<file path="config.mk">
export PLATFORM = sky130hd
export DESIGN_NAME = rvc_fetch_aligner
export DESIGN_NICKNAME = d
export VERILOG_FILES = /design/src/rtl/riscv_pkg.sv /design/src/rtl/rvc_hw_queue.sv /design/src/rtl/rvc_fetch_aligner.sv
export SDC_FILE = /design/constraint.sdc
export NUM_CORES = 1
export LEC_CHECK = 0
export ABC_AREA = 1
export BUFFER_PORTS_ARGS = -buffer_cell sky130_fd_sc_hd__buf_4
export CAP_MARGIN = 20
export CORE_AREA = 5 5 183 221
export CTS_BUF_LIST = sky130_fd_sc_hd__clkbuf_4
export DETAILED_ROUTE_END_ITERATION = 6
export DIE_AREA = 0 0 188 226
export HOLD_SLACK_MARGIN = 0.06
export PLACE_DENSITY = 0.67
export SLEW_MARGIN = 20
export SYNTH_ARGS = -nofsm -noshare
export SYNTH_HDL_FRONTEND = slang
export SYNTH_SLANG_ARGS = --single-unit
</file>
<file path="constraint.sdc">
create_clock -name clk -period 4.2 [get_ports clk]
set_input_delay 0.84 -clock clk [delete_from_list [all_inputs] [get_ports clk]]
set_output_delay 0.84 -clock clk [all_outputs]
set_load 0.02 [all_outputs]
</file>
<file path="src/rtl/riscv_pkg.sv">
// Shared RISC-V front-end definitions: NOP encoding, reset PC default, fetch
// FSM encoding and the RVC length decode helper.
package riscv_pkg;

  localparam logic [31:0] NOP_INST         = 32'h0000_0013;
  localparam logic [31:0] RESET_PC_DEFAULT = 32'h0000_0000;
  localparam int          HWQ_DEPTH        = 4;

  typedef enum logic [1:0] {
    FETCH_IDLE = 2'd0,
    FETCH_REQ  = 2'd1,
    FETCH_WAIT = 2'd2
  } fetch_state_e;

  function automatic logic is_rvc(input logic [15:0] hw);
    return hw[1:0] != 2'b11;
  endfunction

endpackage

</file>
<file path="src/rtl/rvc_hw_queue.sv">
// Four-entry halfword queue with per-entry PC; pushes and pops of 0/1/2 entries
// per cycle, head and next entries always visible.
module rvc_hw_queue
  import riscv_pkg::*;
(
  input  logic        clk,
  input  logic        rst_n,
  input  logic        flush_i,
  input  logic [1:0]  push_cnt_i,
  input  logic [15:0] push_data0_i,
  input  logic [31:0] push_pc0_i,
  input  logic [15:0] push_data1_i,
  input  logic [31:0] push_pc1_i,
  input  logic [1:0]  pop_cnt_i,
  output logic [2:0]  count_o,
  output logic [15:0] head_data_o,
  output logic [31:0] head_pc_o,
  output logic [15:0] next_data_o
);

  logic [15:0] data_q [HWQ_DEPTH];
  logic [15:0] data_d [HWQ_DEPTH];
  logic [31:0] pc_q   [HWQ_DEPTH];
  logic [31:0] pc_d   [HWQ_DEPTH];
  logic [2:0]  count_q, count_d;
  logic [2:0]  base;

  // Shift out popped entries first, then append pushes behind the survivors;
  // the caller never pops more than count nor pushes past the depth.
  always_comb begin
    data_d  = data_q;
    pc_d    = pc_q;
    base    = count_q - {1'b0, pop_cnt_i};
    count_d = base + {1'b0, push_cnt_i};
    for (int i = 0; i < HWQ_DEPTH; i++) begin
      for (int j = 0; j < HWQ_DEPTH; j++) begin
        if (j == i + int'(pop_cnt_i)) begin
          data_d[i] = data_q[j];
          pc_d[i]   = pc_q[j];
        end
      end
      if (push_cnt_i != 2'd0 && i == int'(base)) begin
        data_d[i] = push_data0_i;
        pc_d[i]   = push_pc0_i;
      end
      if (push_cnt_i == 2'd2 && i == int'(base) + 1) begin
        data_d[i] = push_data1_i;
        pc_d[i]   = push_pc1_i;
      end
    end
    if (flush_i) count_d = '0;
  end

  always_ff @(posedge clk) begin
    if (!rst_n) begin
      count_q <= '0;
      for (int i = 0; i < HWQ_DEPTH; i++) begin
        data_q[i] <= '0;
        pc_q[i]   <= '0;
      end
    end else begin
      count_q <= count_d;
      data_q  <= data_d;
      pc_q    <= pc_d;
    end
  end

  assign count_o     = count_q;
  assign head_data_o = data_q[0];
  assign head_pc_o   = pc_q[0];
  assign next_data_o = data_q[1];

endmodule

</file>
<file path="src/rtl/rvc_fetch_aligner.sv">
// Fetch front end: word fetches from the I-cache are split into halfwords and
// re-assembled into 16/32-bit instructions for decode.
module rvc_fetch_aligner
  import riscv_pkg::*;
#(
  parameter logic [31:0] RESET_PC = RESET_PC_DEFAULT
) (
  input  logic        clk,
  input  logic        rst_n,
  output logic        req_valid,
  output logic [31:0] req_addr,
  input  logic        req_ready,
  input  logic        rsp_valid,
  input  logic [31:0] rsp_data,
  input  logic        redirect_valid,
  input  logic [31:0] redirect_pc,
  input  logic        stall,
  output logic [31:0] inst_ppl,
  output logic [31:0] pc_ppl,
  output logic        compressed_ppl,
  output logic        inst_valid_ppl,
  output logic [1:0]  dbg_fetch_state
);

  fetch_state_e state_q, state_d;
  logic [31:1]  fetch_pc_q, fetch_pc_d;
  logic         drop_q, drop_d;
  logic [31:0]  inst_q, inst_d, pc_q, pc_d;
  logic         comp_q, comp_d, valid_q, valid_d;

  logic [31:0]  word_addr;
  logic         rsp_take, head_rvc, issuable, unused_pc_bit0;
  logic [1:0]   push_cnt, pop_cnt;
  logic [2:0]   q_count;
  logic [15:0]  head_data, next_data;
  logic [31:0]  head_pc;

  assign unused_pc_bit0 = redirect_pc[0];
  assign word_addr      = {fetch_pc_q[31:2], 2'b00};
  // A response is only queued if it belongs to the current fetch stream.
  assign rsp_take       = (state_q == FETCH_WAIT) && rsp_valid && !drop_q && !redirect_valid;
  assign push_cnt       = rsp_take ? (fetch_pc_q[1] ? 2'd1 : 2'd2) : 2'd0;

  rvc_hw_queue u_queue (
    .clk         (clk),
    .rst_n       (rst_n),
    .flush_i     (redirect_valid),
    .push_cnt_i  (push_cnt),
    .push_data0_i(fetch_pc_q[1] ? rsp_data[31:16] : rsp_data[15:0]),
    .push_pc0_i  (fetch_pc_q[1] ? word_addr + 32'd2 : word_addr),
    .push_data1_i(rsp_data[31:16]),
    .push_pc1_i  (word_addr + 32'd2),
    .pop_cnt_i   (pop_cnt),
    .count_o     (q_count),
    .head_data_o (head_data),
    .head_pc_o   (head_pc),
    .next_data_o (next_data)
  );

  // Request handshake: req_valid/req_addr hold until req_ready is seen with
  // req_valid high; exactly one rsp_valid pulse answers each accepted request.
  always_comb begin
    state_d    = state_q;
    fetch_pc_d = fetch_pc_q;
    drop_d     = drop_q;
    case (state_q)
      FETCH_IDLE: if (q_count <= 3'd2) state_d = FETCH_REQ;
      FETCH_REQ: begin
        if (req_ready) begin
          state_d = FETCH_WAIT;
          if (redirect_valid) drop_d = 1'b1;
        end
      end
      FETCH_WAIT: begin
        if (rsp_valid) begin
          state_d = FETCH_IDLE;
          drop_d  = 1'b0;
          if (rsp_take) fetch_pc_d = {fetch_pc_q[31:2] + 30'd1, 1'b0};
        end else if (redirect_valid) begin
          drop_d = 1'b1;
        end
      end
      default: state_d = FETCH_IDLE;
    endcase
    if (redirect_valid) fetch_pc_d = redirect_pc[31:1];
  end

  assign head_rvc = is_rvc(head_data);
  assign issuable = (q_count != 3'd0) && (head_rvc || q_count >= 3'd2);

  always_comb begin
    inst_d  = inst_q;
    pc_d    = pc_q;
    comp_d  = comp_q;
    valid_d = valid_q;
    pop_cnt = 2'd0;
    if (redirect_valid || (!stall && !issuable)) begin
      inst_d  = NOP_INST;
      comp_d  = 1'b0;
      valid_d = 1'b0;
    end else if (!stall) begin
      inst_d  = head_rvc ? {16'h0000, head_data} : {next_data, head_data};
      pc_d    = head_pc;
      comp_d  = head_rvc;
      valid_d = 1'b1;
      pop_cnt = head_rvc ? 2'd1 : 2'd2;
    end
  end

  always_ff @(posedge clk) begin
    if (!rst_n) begin
      state_q    <= FETCH_IDLE;
      fetch_pc_q <= RESET_PC[31:1];
      drop_q     <= 1'b0;
      inst_q     <= NOP_INST;
      pc_q       <= '0;
      comp_q     <= 1'b0;
      valid_q    <= 1'b0;
    end else begin
      state_q    <= state_d;
      fetch_pc_q <= fetch_pc_d;
      drop_q     <= drop_d;
      inst_q     <= inst_d;
      pc_q       <= pc_d;
      comp_q     <= comp_d;
      valid_q    <= valid_d;
    end
  end

  assign req_valid       = (state_q == FETCH_REQ);
  assign req_addr        = word_addr;
  assign inst_ppl        = inst_q;
  assign pc_ppl          = pc_q;
  assign compressed_ppl  = comp_q;
  assign inst_valid_ppl  = valid_q;
  assign dbg_fetch_state = state_q;

endmodule

</file>
# ---- Yosys cells after proc, flatten, opt, wreduce, memory -nomap -nowiden
# Index checks and enable logic that the tools add are counted.
dict set report totals {
  wordCells 167
  ff_bits 295
  in_bits 70
}
dict set report op_classes {
  n_reduce_logical 44
  magnitude_cmp 2
  add_sub_neg 8
  n_eq_ne 28
  n_bitwise 3
  n_mux 66
}
# cell n
set ops {}
lappend ops {{two-way mux 32 bit} 25}
lappend ops {{two-way mux 16 bit} 24}
lappend ops {{equality test 3 x 32 -> 1 bit (first input constant)} 8}
lappend ops {{equality test 2 x 32 -> 1 bit (first input constant)} 4}
lappend ops {{zero test 32 bit} 4}
lappend ops {{two-way mux 31 bit} 4}
lappend ops {{adder 32 x 2 -> 32 bit (second input constant)} 1}
lappend ops {{adder 30 x 1 -> 30 bit (second input constant)} 1}
lappend ops {{nonzero test 5 bit} 4}
lappend ops {{two-way mux 2 bit} 8}
lappend ops {{logical AND 1 bit} 13}
lappend ops {{AND reduction 2 bit} 5}
lappend ops {{nonzero test 2 bit} 5}
lappend ops {{adder 2 x 2 -> 3 bit (first input constant)} 2}
lappend ops {{equality test 3 bit (first input constant)} 2}
lappend ops {{inequality test 2 bit (second input constant)} 3}
lappend ops {{case mux 2 bit (3 select lines)} 1}
lappend ops {{AND reduction 3 bit} 2}
lappend ops {{inequality test 5 bit (second input constant)} 1}
lappend ops {{adder 3 x 1 -> 4 bit (second input constant)} 1}
lappend ops {{equality test 2 bit (first input constant)} 2}
lappend ops {{equality test 2 bit (second input constant)} 2}
lappend ops {{zero test 1 bit} 4}
lappend ops {{inequality test 4 bit (second input constant)} 1}
lappend ops {{other kinds (18)} 24}

# ---- Depth between registers and ports, before layout
dict set report depth {
  word_depth 15
  ltp_mapped 22
  mapped_depth_nobuf 21
}

# ---- Cells and area by module
# Synthesis repeated with hierarchy kept, for this count alone.
dict set report hier_totals {
  hier_cells 3665
  hier_area_um2 21503.1
}
# module instances cells_per_inst area_per_inst_um2
set by_module_without_submodules {}
lappend by_module_without_submodules {rvc_hw_queue 1 2912 16393.2}
lappend by_module_without_submodules {rvc_fetch_aligner 1 753 5109.9}

# ---- Worst setup path before layout
# OpenSTA, ideal clock, no wires.
dict set report synth_timing {
  path_kind {input to register}
  from {input port redirect_valid}
  to {register u_queue.data_q (netlist bit u_queue.next_data_o[1])}
  cell_stages 16
  n_path_buf 5
  slack_ps 309
  t_arrival_ps 3774
  setup_ps 117
  cell_sequence {buf_2 -> nor2_1 -> nand3_1 -> buf_2 -> buf_1 -> inv_1 -> fa_1 -> inv_1 -> nor3_1 -> nand3_2 -> nand3b_1 -> buf_2 -> buf_2 -> o21ai_0 -> a21oi_1 -> nor2_1}
}
dict set report synth_between {
  elab_chain_len 8
  elab_cells_between_ends 25
  classes_between {3 x add/sub; 7 x eq/ne; 6 x mux; 9 x reduce/logical}
}
# element line_no
set synth_rtl {}
lappend synth_rtl {{start, declared} rvc_fetch_aligner.sv:15} ;# input logic redirect_valid,
lappend synth_rtl {{logical OR 1 bit} rvc_fetch_aligner.sv:97} ;# if (redirect_valid || (!stall && !issuable)) begin
lappend synth_rtl {{two-way mux 2 bit} rvc_fetch_aligner.sv:97}
lappend synth_rtl {{subtractor 3 x 2 -> 3 bit or adder 1 x 2 -> 3 bit (tied branches)} {rvc_hw_queue.sv:33, rvc_hw_queue.sv:37}}
lappend synth_rtl {{adder 3 x 1 -> 4 bit or equality test 3 x 32 -> 1 bit (tied branches)} {rvc_hw_queue.sv:46, rvc_hw_queue.sv:37}}
lappend synth_rtl {{equality test 2 x 32 -> 1 bit or two-way mux 16 bit (tied branches)} {rvc_hw_queue.sv:46, rvc_hw_queue.sv:37}}
lappend synth_rtl {{logical AND 1 bit or two-way mux 16 bit (tied branches)} {rvc_hw_queue.sv:46, rvc_hw_queue.sv:37}}
lappend synth_rtl {{inequality test 5 bit (no source line), or another cell as far along} --}
lappend synth_rtl {{AND reduction 2 bit (no source line) or two-way mux 16 bit (tied branches)} --}
lappend synth_rtl {{end signal, assigned} rvc_hw_queue.sv:63} ;# data_q <= data_d;
lappend synth_rtl {{end, declared} rvc_hw_queue.sv:21} ;# logic [15:0] data_q [HWQ_DEPTH];
# Several ways; a longest one is shown, not always the timed one.
# A chain may end at the register's enable or synchronous reset.

# ---- Worst setup path after layout
dict set report layout_timing {
  from {register u_queue.data_q (netlist bit u_queue.head_data_o[1])}
  to {register u_queue.pc_q[91] in the netlist's numbering}
}
dict set report layout_between {
  elab_chain_len 13
  elab_cells_between_ends 27
  classes_between {3 x add/sub; 7 x eq/ne; 7 x mux; 10 x reduce/logical}
}
# element line_no
set layout_rtl {}
lappend layout_rtl {{inequality test 2 bit (*)} riscv_pkg.sv:16} ;# return hw[1:0] != 2'b11;
lappend layout_rtl {{logical OR 1 bit} rvc_fetch_aligner.sv:89} ;# assign issuable = (q_count != 3'd0) && (head_rvc || q_count >= 3'd2);
lappend layout_rtl {{logical AND 1 bit} rvc_fetch_aligner.sv:89}
lappend layout_rtl {{zero test 1 bit} rvc_fetch_aligner.sv:97}
lappend layout_rtl {{logical AND 1 bit} rvc_fetch_aligner.sv:97}
lappend layout_rtl {{logical OR 1 bit} rvc_fetch_aligner.sv:97}
lappend layout_rtl {{two-way mux 2 bit (*)} rvc_fetch_aligner.sv:97}
lappend layout_rtl {{subtractor 3 x 2 -> 3 bit or adder 1 x 2 -> 3 bit (tied branches)} {rvc_hw_queue.sv:33, rvc_hw_queue.sv:37}}
lappend layout_rtl {{adder 3 x 1 -> 4 bit or equality test 3 x 32 -> 1 bit (tied branches)} {rvc_hw_queue.sv:46, rvc_hw_queue.sv:37}}
lappend layout_rtl {{equality test 2 x 32 -> 1 bit or two-way mux 32 bit (tied branches)} {rvc_hw_queue.sv:46, rvc_hw_queue.sv:37}}
lappend layout_rtl {{logical AND 1 bit or two-way mux 32 bit (tied branches)} {rvc_hw_queue.sv:46, rvc_hw_queue.sv:37}}
lappend layout_rtl {{inequality test 5 bit (no source line), or another cell as far along} --}
lappend layout_rtl {{AND reduction 2 bit (no source line) or two-way mux 32 bit (tied branches)} --}
lappend layout_rtl {{end signal, assigned} rvc_hw_queue.sv:64} ;# pc_q <= pc_d;
lappend layout_rtl {{end, declared} rvc_hw_queue.sv:23} ;# logic [31:0] pc_q [HWQ_DEPTH];
# Mark *: on every way between the ends. The rest lies on a longest branch, timed or not.

==> key figures <==
Final layout
  – Most frequent cells in the layout: nand2_1, o21ai_0, nor2_1
  – Multi-input gate area: 10500 µm²
  – Leading cell type in the layout, fill and taps excluded: nand2_1
  – Post-route cell area: 20800 µm²
  – Storage element area: 5910 µm²
  – Area grow syn2layout: 13.2%
  – Fill cells: 3893
  – Number of nets in the layout: 3216
  – Layout cells sized above 1: 12.2%

GRT
  – First-pass GRT wire length: 109000 µm
  – Antenna violations before repair: 1
  – Total GRT Usage: 32.0%
  – Largest net degree at the start of global routing: 103
  – GRT overflow: 0
  – Vias in the first global route: 20048

Place
  – Number of port buffers: 167
  – Placed inst area: 19800 µm²
  – GP Congestion: 0.979
  – Detailed-placement wirelength estimate: 43100 µm

Synth
  – Cell taking the most area after synthesis: dfxtp_1
  – Yosys top cell area share: 32.1%
  – Synth warn: 0
  – Area of the mapped netlist: 18400 µm²
  – Synth top area cells: dfxtp_1, nand2_1, o21ai_0
  – Seq cells post-synth: 295
  – Post-synthesis sequential area ratio: 32.1%
  – Post-synth ARST share: 0%
  – Library cells used by synthesis: 35
  – Dominant synthesized flop cell: dfxtp_1
  – Syn Inst Count: 3087
  – Number of synthesized flops with an enable pin: 0
  – Syn Area/Cell: 5.96 µm²

Die
  – Starting Density: 48.2%
  – Die W: 188 µm
  – Die ar.: 42500 µm²
  – Row cnt: 79
  – Core area: 38200 µm²
  – DIE HEIGHT: 226 µm
  – # IOs: 171

Detailed routing
  – DR vias/cell: 5.85
  – DR WL/cell: 19.1 µm
  – DRC Markers: 6
  – Drt pass-1 iters: 7
  – Drt total wl: 70200 µm
  – Vias: 21500
  – Final ANT Viol Nets: 0
  – First DRT Iteration DRCs: 2442

Power and ir drop
  – Switching pwr: 0.00202 W
  – Power Density: 321 nW/µm²
  – Internal power: 0.00467 W
  – Flop pwr share: 45.5%
  – Clk network pwr share: 40.7%
  – Max IR drop VDD: 194 µV
  – Sw Ratio: 30.2%
  – Gate power share: 13.8%
  – Static leakage: 8.55 nW

Timing
  – Fin. Hold Viols: 0
  – Final min period: 3790 ps
  – Fin Clk Skew: 45.6 ps
  – Setup_tns: 0 ps
  – Maximum clock rate: 264 MHz
  – Final setup vio count: 0
  – Tcrit/Tclk final: 90.2%
  – Slew Limit Fails: 0
  – Least-Margin Pin Slew: 930 ps
  – Slew HR: 37.6%
  – RSZ-0062 raised after global routing: false

Critical path
  – Reg2reg setup slack: 410 ps
  – CP max FO: 30
  – Startpoint types: register
  – Critical path type: register to register
  – WP data arrival: 4510 ps
  – Setup crit end kind: register
  – Worst endpoint required time: 4920 ps

Clocking
  – Clock latency on the worst-skew pair: 820 ps
  – Longest Clk Path Bufs: 3
  – CTS H-tree depth: 3
  – Hold Buf Count CTS: 0
  – Post-CTS setup buffers: 0
  – Total CTS buffers: 81
  – # clock sinks: 295
  – Post-CTS sizing: 0
  – Root buffer cell: clkbuf_4
  – TritonCTS clock tree: yes
  – CTS clock-pin slew for the worst setup and hold paths: 60 ps

Outcome
  – Status: finished with violations
  – Failing checks: DRC

Flow run
  – MaxCap Viol Count: 0

Worst hold path
  – Hold Crit Class: primary input to register
==> worst max-delay path, cell delays in order (launching register included) <==
cell and delay, ps:
dfxtp_1 370, nand2_1 110, nand2_1 70, nand2_1 70, o21ai_0 360, nor2_4 50
inv_1 60, nor2_1 70, ha_1 210, fa_1 610, inv_1 90, nor3_1 390
nand3_2 270, nand2_1 180, buf_4 480, nand2_1 100, nand2_1 80, a21oi_1 40
nor2_1 110
==> area by class of cell <==
type | count | area share, %
diodes | 2 | 0.0240
flip-flops and latches | 295 | 28.4
repair buffers | 231 | 9.17
multi-input cells | 2295 | 50.5
clock inverters | 16 | 0.577
well taps | 486 | 2.92
clock buffers | 121 | 4.36
inverters | 229 | 4.13
==> metrics by stage <==
| step | std cells | hold WS, ps | worst slack (ps) | utilization, % | total power (W) |
|---|---|---|---|---|---|
| floorplan | 3088 | 464 | 309 | - | 0.00368 |
| global placement | 3536 | 462 | 167 | 51.9 | 0.00400 |
| detailed placement | 3536 | 471 | 73.1 | 51.9 | 0.00402 |
| CTS | 3673 | 284 | 444 | 54.6 | 0.00674 |
| global route | 3675 | 322 | 99.9 | 54.6 | 0.00703 |
| finish | 3675 | 327 | 411 | 54.6 | 0.00670 |
==> synthesized netlist by cell type, types with 17 or more instances <==
master    instances
dfxtp_1         295
inv_1           221
o21ai_1          17
buf_2            32
nor3_1           19
o21ai_0         521
a21oi_1         285
nor2_1          362
buf_1            23
a22oi_1          21
clkbuf_1        178
a31oi_1          29
buf_4            33
nand3_1         203
nand2_1         764
==> sequential cells by signal, summed over array words and instances, names as in the netlist, 16 cells and up <==
| name | count |
|---|---|
| u_queue.next_data_o | 16 |
| u_queue.head_pc_o | 32 |
| u_queue.data_q | 32 |
| pc_ppl | 32 |
| u_queue.head_data_o | 16 |
| u_queue.pc_q | 96 |
| inst_ppl | 32 |
| fetch_pc_q | 31 |
==> worst paths after layout <==
| kind | startpoint | end | depth (start not counted) |
|---|---|---|---|
| setup / recovery | u_queue.head_data_o[1] | u_queue.pc_q[91] | 18 |
| hold / removal | redirect_pc[11] | fetch_pc_q[11] | 3 |
| setup reg to reg | u_queue.head_data_o[1] | u_queue.pc_q[91] | 18 |
| hold reg to reg | inst_ppl[10] | inst_ppl[10] | 2 |
==> cells by family after synthesis <==
family	Yosys count	synth area share [%]
other cells	1	0.0204
compound gates	898	25.2
mux	5	0.272
simple gates	1364	29.7
xor+xnor	13	0.619
flops	295	32.1
buf+inv	498	11.1
fa+ha+maj	13	0.966
==> power by group through the flow <==
stage / Combinational (W) / Sequential [W] / Clock (W)
CTS: 0.000915 / 0.00304 / 0.00278
finish: 0.000925 / 0.00305 / 0.00272
global route: 0.00103 / 0.00306 / 0.00294
global placement: 0.000896 / 0.00310 / 0
detailed placement: 0.000912 / 0.00311 / 0
floorplan: 0.000598 / 0.00308 / 0
==> routing by layer <==
| metal | track usage [%] | wire length (µm) | vias up |
|---|---|---|---|
| met2 | 54.2 | 33000 | 1281 |
| met1 | 37.8 | 26200 | 9729 |
| li1 | - | - | 10211 |
| met4 | 19.3 | 4010 | 0 |
| met5 | 0 | 0 | - |
| met3 | 5.78 | 7020 | 279 |
(Power assumes the default switching activity.)
